--- src/rtl/stim_pkg.sv ---
// Shared types and constants for the biphasic stimulus pulse monitor.
package stim_pkg;

  localparam int unsigned CH_W  = 3;
  localparam int unsigned MAG_W = 5;
  localparam int unsigned ERR_W = 4;

  typedef enum logic [1:0] {IDLE, PH1, IPD, PH2} state_e;

  localparam int unsigned ERR_SHORT   = 0;
  localparam int unsigned ERR_SWAP    = 1;
  localparam int unsigned ERR_TIMEOUT = 2;
  localparam int unsigned ERR_GLITCH  = 3;

endpackage

--- src/rtl/stim_sat_counter.sv ---
// Saturating up-counter with synchronous load-to-one and increment enable.
module stim_sat_counter #(
  parameter int unsigned CNT_W = 16
) (
  input  logic             clk,
  input  logic             rst,
  input  logic             load,
  input  logic             inc,
  output logic [CNT_W-1:0] count
);

  logic [CNT_W-1:0] count_q;

  always_ff @(posedge clk or posedge rst) begin
    if (rst) begin
      count_q <= '0;
    end else if (load) begin
      count_q <= CNT_W'(1);
    end else if (inc && (count_q != '1)) begin
      count_q <= count_q + 1'b1;
    end
  end

  assign count = count_q;

endmodule

--- src/rtl/stim_pulse_monitor.sv ---
// Decodes anodic/cathodic pulse pairs on the stimulus interface, measures phase
// and inter-pulse widths, flags protocol errors and emits one record per pair.
module stim_pulse_monitor
  import stim_pkg::*;
#(
  parameter int unsigned CNT_W   = 16,
  parameter int unsigned IPD_MAX = 1000,
  parameter int unsigned BAL_TOL = 2
) (
  input  logic             CLK,
  input  logic             RST,
  input  logic             EN_ST,
  input  logic [MAG_W-1:0] MAG_ST,
  input  logic [CH_W-1:0]  ChSel_HS,
  input  logic [CH_W-1:0]  ChSel_LS,
  input  logic             CLR_ERR,
  output logic             PULSE_VLD,
  output logic [CH_W-1:0]  CH_ANO,
  output logic [CH_W-1:0]  CH_CAT,
  output logic [MAG_W-1:0] MAG_OUT,
  output logic [CNT_W-1:0] W_ANO,
  output logic [CNT_W-1:0] W_CAT,
  output logic [CNT_W-1:0] IPD_W,
  output logic             BAL_OK,
  output logic [ERR_W-1:0] ERR,
  output logic [15:0]      PULSE_CNT
);

  logic             en_q, clr_q;
  logic [CH_W-1:0]  hs_q, ls_q, hs_prev_q, ls_prev_q;
  logic [MAG_W-1:0] mag_q, mag_prev_q;

  always_ff @(posedge CLK or posedge RST) begin
    if (RST) begin
      en_q       <= 1'b0;
      clr_q      <= 1'b0;
      hs_q       <= '0;
      ls_q       <= '0;
      mag_q      <= '0;
      hs_prev_q  <= '0;
      ls_prev_q  <= '0;
      mag_prev_q <= '0;
    end else begin
      en_q       <= EN_ST;
      clr_q      <= CLR_ERR;
      hs_q       <= ChSel_HS;
      ls_q       <= ChSel_LS;
      mag_q      <= MAG_ST;
      hs_prev_q  <= hs_q;
      ls_prev_q  <= ls_q;
      mag_prev_q <= mag_q;
    end
  end

  state_e           state_q;
  logic [CH_W-1:0]  a_q, b_q;
  logic [MAG_W-1:0] m_q;
  logic [CNT_W-1:0] w1_cnt, w2_cnt, g_cnt;

  logic w1_load, w1_inc, w2_load, w2_inc, g_load, g_inc;

  // FSM enters IDLE only with en_q low, so en_q high in IDLE is always a rise.
  assign w1_load = (state_q == IDLE) && en_q;
  assign w1_inc  = (state_q == PH1) && en_q;
  assign g_load  = (state_q == PH1) && !en_q;
  assign g_inc   = (state_q == IPD) && !en_q;
  assign w2_load = (state_q == IPD) && en_q;
  assign w2_inc  = (state_q == PH2) && en_q;

  stim_sat_counter #(.CNT_W(CNT_W)) u_w1_cnt (
    .clk   (CLK),
    .rst   (RST),
    .load  (w1_load),
    .inc   (w1_inc),
    .count (w1_cnt)
  );

  stim_sat_counter #(.CNT_W(CNT_W)) u_w2_cnt (
    .clk   (CLK),
    .rst   (RST),
    .load  (w2_load),
    .inc   (w2_inc),
    .count (w2_cnt)
  );

  stim_sat_counter #(.CNT_W(CNT_W)) u_g_cnt (
    .clk   (CLK),
    .rst   (RST),
    .load  (g_load),
    .inc   (g_inc),
    .count (g_cnt)
  );

  logic [31:0]      g_ext;
  logic             timeout, swap, short, glitch, bal;
  logic [CNT_W-1:0] w_diff;
  logic [ERR_W-1:0] err_set;

  assign g_ext   = 32'(g_cnt);
  // Abort on the low cycle that would bring the gap count up to IPD_MAX.
  assign timeout = g_inc && ((g_ext + 32'd1) >= IPD_MAX);
  assign swap    = w2_load && ((hs_q != b_q) || (ls_q != a_q) || (mag_q != m_q));
  assign short   = en_q && (hs_q == ls_q);
  assign glitch  = (w1_inc || w2_inc) &&
                   ((hs_q != hs_prev_q) || (ls_q != ls_prev_q) || (mag_q != mag_prev_q));
  assign w_diff  = (w1_cnt >= w2_cnt) ? (w1_cnt - w2_cnt) : (w2_cnt - w1_cnt);
  assign bal     = (32'(w_diff) <= BAL_TOL);

  always_comb begin
    err_set              = '0;
    err_set[ERR_SHORT]   = short;
    err_set[ERR_SWAP]    = swap;
    err_set[ERR_TIMEOUT] = timeout;
    err_set[ERR_GLITCH]  = glitch;
  end

  logic             vld_q, bal_q;
  logic [CH_W-1:0]  ch_ano_q, ch_cat_q;
  logic [MAG_W-1:0] mag_out_q;
  logic [CNT_W-1:0] w_ano_q, w_cat_q, ipd_q;
  logic [ERR_W-1:0] err_q;
  logic [15:0]      pcnt_q;

  always_ff @(posedge CLK or posedge RST) begin
    if (RST) begin
      state_q   <= IDLE;
      a_q       <= '0;
      b_q       <= '0;
      m_q       <= '0;
      vld_q     <= 1'b0;
      ch_ano_q  <= '0;
      ch_cat_q  <= '0;
      mag_out_q <= '0;
      w_ano_q   <= '0;
      w_cat_q   <= '0;
      ipd_q     <= '0;
      bal_q     <= 1'b0;
      err_q     <= '0;
      pcnt_q    <= '0;
    end else begin
      vld_q <= 1'b0;
      // Set wins over a simultaneous clear.
      err_q <= (err_q & ~{ERR_W{clr_q}}) | err_set;
      case (state_q)
        IDLE: begin
          if (en_q) begin
            a_q     <= hs_q;
            b_q     <= ls_q;
            m_q     <= mag_q;
            state_q <= PH1;
          end
        end
        PH1: begin
          if (!en_q) state_q <= IPD;
        end
        IPD: begin
          if (en_q)         state_q <= PH2;
          else if (timeout) state_q <= IDLE;
        end
        PH2: begin
          if (!en_q) begin
            vld_q     <= 1'b1;
            ch_ano_q  <= a_q;
            ch_cat_q  <= b_q;
            mag_out_q <= m_q;
            w_ano_q   <= w1_cnt;
            w_cat_q   <= w2_cnt;
            ipd_q     <= g_cnt;
            bal_q     <= bal;
            pcnt_q    <= pcnt_q + 16'd1;
            state_q   <= IDLE;
          end
        end
        default: state_q <= IDLE;
      endcase
    end
  end

  assign PULSE_VLD = vld_q;
  assign CH_ANO    = ch_ano_q;
  assign CH_CAT    = ch_cat_q;
  assign MAG_OUT   = mag_out_q;
  assign W_ANO     = w_ano_q;
  assign W_CAT     = w_cat_q;
  assign IPD_W     = ipd_q;
  assign BAL_OK    = bal_q;
  assign ERR       = err_q;
  assign PULSE_CNT = pcnt_q;

endmodule

--- config.mk ---
export PLATFORM = sky130hd
export DESIGN_NAME = stim_pulse_monitor
export DESIGN_NICKNAME = d
export VERILOG_FILES = /design/src/rtl/stim_pkg.sv /design/src/rtl/stim_sat_counter.sv /design/src/rtl/stim_pulse_monitor.sv
export SDC_FILE = /design/constraint.sdc
export NUM_CORES = 1
export LEC_CHECK = 0
export ABC_AREA = 1
export BUFFER_PORTS_ARGS = -buffer_cell sky130_fd_sc_hd__buf_2
export CORE_MARGIN = 5
export CORE_UTILIZATION = 65
export CTS_BUF_LIST = sky130_fd_sc_hd__clkbuf_8
export CTS_CLUSTER_SIZE = 14
export DETAILED_ROUTE_END_ITERATION = 16
export PLACE_DENSITY_LB_ADDON = 0.1
export SYNTH_ARGS = -nofsm -noshare
export SYNTH_HDL_FRONTEND = slang
export SYNTH_HIERARCHICAL = 1
export SYNTH_SLANG_ARGS = --single-unit
--- constraint.sdc ---
create_clock -name CLK -period 9.7 [get_ports CLK]
set_clock_uncertainty 0.2 [all_clocks]
set_input_delay 1.455 -clock CLK [delete_from_list [all_inputs] [get_ports CLK]]
set_output_delay 1.455 -clock CLK [all_outputs]
set_load 0.01 [all_outputs]
==> flow_summary.json, run 1 <==
{
  "drt.antenna.violating_nets": 0,
  "floorplan.initialDensity_pct": 65.8,
  "syn-cell-area_um2": 9970,
  "die_x_um": 134,
  "grt_usage_pct": 27.5,
  "end_kind": "register",
  "grt_max_degree": 81,
  "wire_per_inst_um": 14.4,
  "required_ns": 9.90,
  "dp_cells": 1620,
  "drc": 0,
  "p_int_mw": 1.37,
  "cts_tree": "yes",
  "worstMarginPinSlew_ns": 0.975,
  "power_mw": 2.32,
  "cts_setup_buffers": 0,
  "clkPwrFrac_pct": 23.3,
  "synth_top_area_share_pct": 41.7,
  "final_nets": 1503,
  "hold_path_class": "reg2reg",
  "syn_inst": 1363,
  "die_h_um": 134,
  "ys_seq_area_share_pct": 41.7,
  "hold_depth": 0,
  "maxCapViolations": 0,
  "finalSetupViolCount": 0,
  "finalNonFillerCells": 1652,
  "seqPwrFrac_pct": 37.7,
  "ir_drop_mv": 0.134,
  "syn_area_per_cell_um2": 7.31,
  "outcome": "complete, no violations",
  "drt_first_pass_iters": 5,
  "clk_latency_ns": 0.47,
  "worstSetupPathType": "reg2reg",
  "crit_fanout": 80,
  "r2r_cells": 11,
  "ys.flop_type": "dfrtp_1",
  "ys_async_sr_fraction_pct": 100,
  "antennaDiodeCount": 0,
  "grt_pass1_wl_um": 40200,
  "ys_top_cells_by_area": "dfrtp_1 42%, nand2_1 20%, inv_1 6.3%, ha_1 4.4%, nand3_1 4.2%",
  "rsz0062_at_grt": "false",
  "clk_pin_slew_ns": 0.09,
  "netlist-cell-type-count": 47,
  "tns_ns": 0,
  "core_region_area_um2": 15100,
  "p_leak_nw": 6.12,
  "holdBufCountCts": 0,
  "io_buffers": 95,
  "period_share_pct": 31.3,
  "drtIter0Drc": 684,
  "power_density_nw_per_um2": 211,
  "clock_sinks": 166,
  "period_needed_ns": 3.04,
  "critPathLaunchType": "register",
  "h-tree-depth": 4,
  "antenna_found_initial": 0,
  "dpl.hpwl_um": 17800,
  "synth_top_cell_by_area": "dfrtp_1",
  "yosys.cell_count.top_type": "nand2_1",
  "clk_path_buf_depth": 2,
  "power_switching_uw": 952,
  "grt_pass1_vias": 8367,
  "switching_share_pct": 41.1,
  "yosysWarnings": 6,
  "gp_congestion": 0.956,
  "syn_to_final_growth_pct": 10.2,
  "ys_ff_latch": 166,
  "relSlewSlack_pct": 34.6,
  "num_io_pins": 96,
  "pwr-share-comb_pct": 38.9,
  "arrival_ns": 3.24,
  "synth_commonest_cells": "530 x nand2_1, 168 x inv_1, 166 x dfrtp_1, 98 x nor2_1, 83 x nand3_1",
  "grt_overflow": 0,
  "drt-vias-per-instance": 5.40,
  "slew_viol_final": 0,
  "die_area_um2": 17900,
  "totalWireLength_um": 23700,
  "cts_buffers": 17,
  "vias": 8923,
  "synth_edf_count": 0,
  "rows": 45,
  "cts-resized-gates": 0,
  "syn-num-nets": 1415,
  "cts_root_buf": "clkbuf_8",
  "layout-drive-gt1-share_pct": 12.4,
  "hold_violations": 0,
  "fmax_mhz": 329
}
[worst paths after layout]
path,start,to,slack [ns]
setup / recovery,state_q[0],PULSE_CNT[15],6.66
max in group asynchronous,RST,W_CAT[7],7.13
hold / removal,mag_q[1],mag_prev_q[1],0.27
hold reg to reg,mag_q[1],mag_prev_q[1],0.27
setup reg to reg,state_q[0],PULSE_CNT[15],6.66
min in group asynchronous,RST,u_g_cnt/count[14],0.91
[critical path, cell delays in order (launching register included)]
cell	delay, ns
dfrtp_1	0.50
nand3_4	0.27
buf_4	0.60
clkinv_2	0.64
nand4_4	0.25
nor2_4	0.05
nand3_2	0.09
nor2_4	0.05
nand3_2	0.07
nor2_1	0.04
nand2_1	0.09
xnor2_2	0.11
[metal layers]
metal,vias up,GRT usage [%],routed length [µm]
met5,-,0,0
met4,0,9.37,508
met1,4124,37.3,10500
li1,4447,-,-
met2,308,44.7,11300
met3,44,5.40,1430
[flip-flops by register name, summed over array words and instances, names as in the netlist, 4 cells and up]
| signal | flops |
|---|---|
| ERR | 4 |
| IPD_W | 16 |
| MAG_OUT | 5 |
| PULSE_CNT | 16 |
| W_ANO | 16 |
| W_CAT | 16 |
| m_q | 5 |
| mag_prev_q | 5 |
| mag_q | 5 |
| u_g_cnt/count | 16 |
| u_w1_cnt/count | 16 |
| u_w2_cnt/count | 16 |
[power by group through the flow]
stage	Clock (mW)	Combinational (mW)	Sequential, mW
floorplan	0	0.667	0.885
global placement	0	0.873	0.884
detailed placement	0	0.892	0.887
CTS	0.551	0.897	0.875
global route	0.585	1.04	0.890
finish	0.541	0.902	0.875
[placed cells by master, fill, tap and decap left out, drive strengths merged]
master | netlist | layout
o31ai | 2 | 2
nand2 | 543 | 543
a32o | 1 | 1
clkbuf | 13 | 18
bufinv | 0 | 3
a22o | 1 | 1
o41ai | 1 | 1
o211ai | 3 | 3
nand3 | 87 | 87
dfrtp | 166 | 166
a21oi | 20 | 20
nand4 | 43 | 43
xor2 | 39 | 39
inv | 172 | 179
o21bai | 1 | 1
and3 | 1 | 1
xnor2 | 12 | 12
nand3b | 7 | 7
buf | 15 | 97
nor3 | 11 | 11
clkinv | 5 | 9
a21o | 1 | 1
nor2 | 124 | 124
nor4 | 4 | 4
o21a | 1 | 1
o22ai | 3 | 3
o21ai | 48 | 48
fa | 2 | 2
and2 | 1 | 1
a31oi | 1 | 1
ha | 35 | 35
[cell type report]
cell class | instances | area (µm²)
clock buffer | 18 | 248
clock inverter | 14 | 190
fill | 1259 | 4160
inverter | 177 | 668
multi-input combinational | 992 | 5000
sequential | 166 | 4150
tap | 188 | 235
timing repair buffer | 97 | 490
[metrics by stage]
stage | hold WS, ns | util, % | area, µm² | worst slack, ns
after detailed placement | 0.252 | 69.6 | 10500 | 6.55
final | 0.268 | 72.5 | 11000 | 6.66
after global placement | 0.246 | 69.6 | 10500 | 6.58
after CTS | 0.274 | 72.5 | 11000 | 6.64
after floorplan | 0.227 | - | 9970 | 4.92
after global routing | 0.291 | 72.5 | 11000 | 6.40
[logic make-up (layout without fill, tap and decap cells)]
group	after synthesis	count (layout)	share of synthesized area, %
XOR/XNOR	51	51	4.56
adder cells (fa/ha/maj)	37	37	4.80
AO/OA/AOI/OAI	83	83	4.58
buffers and inverters	205	306	8.17
AND/OR/NAND/NOR	821	821	36.2
flip-flops	166	166	41.7
Power figures use the tool's default switching activity.
==> run 2, diff against run 1 <==
--- a/config.mk
+++ b/config.mk
@@ -8,7 +8,7 @@
 export ABC_AREA = 1
 export BUFFER_PORTS_ARGS = -buffer_cell sky130_fd_sc_hd__buf_2
 export CORE_MARGIN = 5
-export CORE_UTILIZATION = 65
+export CORE_UTILIZATION = 62
 export CTS_BUF_LIST = sky130_fd_sc_hd__clkbuf_8
 export CTS_CLUSTER_SIZE = 14
 export DETAILED_ROUTE_END_ITERATION = 16
==> constraint.sdc (replaced) <==
create_clock -name CLK -period 2.8 [get_ports CLK]
set_clock_uncertainty 0.2 [all_clocks]
set_input_delay 0.42 -clock CLK [delete_from_list [all_inputs] [get_ports CLK]]
set_output_delay 0.42 -clock CLK [all_outputs]
set_load 0.01 [all_outputs]
==> run 2 against run 1 <==
  * Non-clock buffer count is 34 higher
  * Sequential share of layout area shrank 1.1 points
  * First-iteration DRC count shrank 2.9%
  * Clock power increased to 3.3 times the previous value
==> flow_summary.json, run 2 (synthesized netlist as in run 1, its figures left out) <==
{
  "drt_first_pass_iters": 6,
  "gp_congestion": 0.966,
  "grt_overflow": 0,
  "final_nets": 1537,
  "grt_usage_pct": 28.2,
  "worstMarginPinSlew_ns": 0.761,
  "outcome": "complete, no violations",
  "h-tree-depth": 4,
  "p_int_mw": 4.54,
  "totalWireLength_um": 25400,
  "worstSetupPathType": "reg2reg",
  "clkPwrFrac_pct": 22.1,
  "tns_ns": 0,
  "die_h_um": 137,
  "slew_viol_final": 0,
  "die_x_um": 137,
  "grt_pass1_vias": 8585,
  "cpLargestDelayFamily": "simple AND/OR/NAND/NOR gates",
  "end_kind": "register",
  "drt-vias-per-instance": 5.32,
  "hold_violations": 0,
  "layout_common_cells": "530 x nand2_1, 167 x inv_1, 162 x dfrtp_1",
  "slowest_stage": "ha_1",
  "final_area_um2": 11300,
  "num_io_pins": 96,
  "crit-reg2reg-capture": "BAL_OK",
  "required_ns": 3.01,
  "r2r_cells": 18,
  "maxCapViolations": 0,
  "syn_to_final_growth_pct": 13.7,
  "drt.antenna.violating_nets": 0,
  "crit_cells": 18,
  "clk_latency_ns": 0.47,
  "layout_commonest_cell": "nand2_1",
  "cts_root_buf": "clkbuf_8",
  "cts_buffers": 17,
  "clock_sinks": 166,
  "io_buffers": 95,
  "reg2reg_slack_ns": 0.21,
  "finalSetupViolCount": 0,
  "drtIter0Drc": 664,
  "cts_tree": "yes",
  "period_needed_ns": 2.59,
  "power_density_nw_per_um2": 706,
  "clk_path_buf_depth": 2,
  "crit_top_cell": "nand2_1",
  "critPathLaunchType": "register",
  "dpl.hpwl_um": 18900,
  "crit_buf_inv": 2,
  "cts_setup_buffers": 0,
  "antennaDiodeCount": 0,
  "rows": 46,
  "layout-drive-gt1-share_pct": 13.9,
  "pwr-share-comb_pct": 40.2,
  "reg2reg_from": "u_w1_cnt/count[3]",
  "crit_start": "u_w1_cnt/count[3]",
  "floorplan.initialDensity_pct": 63.0,
  "die_area_um2": 18700,
  "grt_max_degree": 81,
  "antenna_found_initial": 0,
  "grt_pass1_wl_um": 41800,
  "arrival_ns": 2.80,
  "fmax_mhz": 386,
  "seqPwrFrac_pct": 37.7,
  "crit_chain": "inv_1 > ha_1 > nand2_1 > inv_1 > nand2_1 > nand2_1 > nand2_2 > nand2_1 > nand2_1 > nand2_1 > nand2_1 > nor2_1 > nand2_1 > nor2_1 > nor2_1 > nor2_1 > nand2_1 > nand2_1",
  "clk_pin_slew_ns": 0.11,
  "wire_per_inst_um": 14.8,
  "drc": 0,
  "ir_drop_mv": 0.433,
  "core_region_area_um2": 15800,
  "vias": 9111,
  "period_share_pct": 92.5,
  "power_switching_mw": 3.45,
  "p_leak_nw": 6.27,
  "switching_share_pct": 43.2,
  "worstSetupEndpoint": "BAL_OK",
  "max_stage_delay_ns": 0.50,
  "placed_area_um2": 10800,
  "crit_fanout": 9,
  "hold_path_class": "reg2reg",
  "relSlewSlack_pct": 49.2
}
==> run 2: power groups by stage <==
stage	Sequential, mW	Clock, mW	Combinational (mW)
after global routing	3.07	1.90	3.65
after CTS	3.00	1.80	3.21
after detailed placement	3.05	0	3.18
final	3.02	1.77	3.21
after floorplan	3.07	0	2.31
after global placement	3.04	0	3.16
==> run 2: how the worst min path moves through the flow <==
stage,slack [ns],endpoint,startpoint,cells after the start
2_1_floorplan,0.13,u_g_cnt/count[0],RST,1
3_3_place_gp,0.25,mag_prev_q[4],mag_q[4],0
3_5_place_dp,0.25,mag_prev_q[1],mag_q[1],0
4_1_cts,0.27,mag_prev_q[1],mag_q[1],0
5_1_grt,0.29,mag_prev_q[1],mag_q[1],0
6_report,0.27,mag_prev_q[1],mag_q[1],0
==> run 2: timing repair <==
item                                   4_1_cts  5_1_grt
hold buffers                                14        0
resized for setup                            0        6
setup endpoints to repair                    0        1
endpoints found under the hold margin       77        0
==> run 2: worst reg2reg max path, delay by kind of cell (launching register included) <==
kind / cells / cell delay (ns)
and+or+nand+nor: 15 / 1.18
adders and majority gates: 1 / 0.50
DFF: 1 / 0.47
buffers and inverters: 2 / 0.21
==> run 2: routing by layer <==
metal / wire length, µm / global-route usage [%] / vias to the layer above
met4: 537 / 8.54 / 0
met2: 12600 / 48.4 / 295
li1: - / - / 4506
met5: 0 / 0 / -
met3: 1490 / 4.49 / 42
met1: 10800 / 36.8 / 4268
==> run 2: cell type report <==
class | instances | area (µm²)
Sequential cell | 166 | 4160
Clock buffer | 17 | 234
Multi-Input combinational cell | 992 | 5000
Fill cell | 1327 | 4500
Clock inverter | 15 | 176
Timing Repair Buffer | 131 | 818
Tap cell | 216 | 270
Inverter | 177 | 669
==> run 2: metrics by stage <==
stage               instances  worst slack (ns)  power [mW]  util, %  hold slack, ns
global route             1714           -0.0244        8.62     71.6           0.291
detailed placement       1668             0.151        6.22     68.0           0.249
floorplan                1363             0.520        5.38        -           0.134
finish                   1714             0.209        8.00     71.6           0.268
CTS                      1714             0.115        8.01     71.5           0.274
global placement         1668             0.136        6.20     68.0           0.247
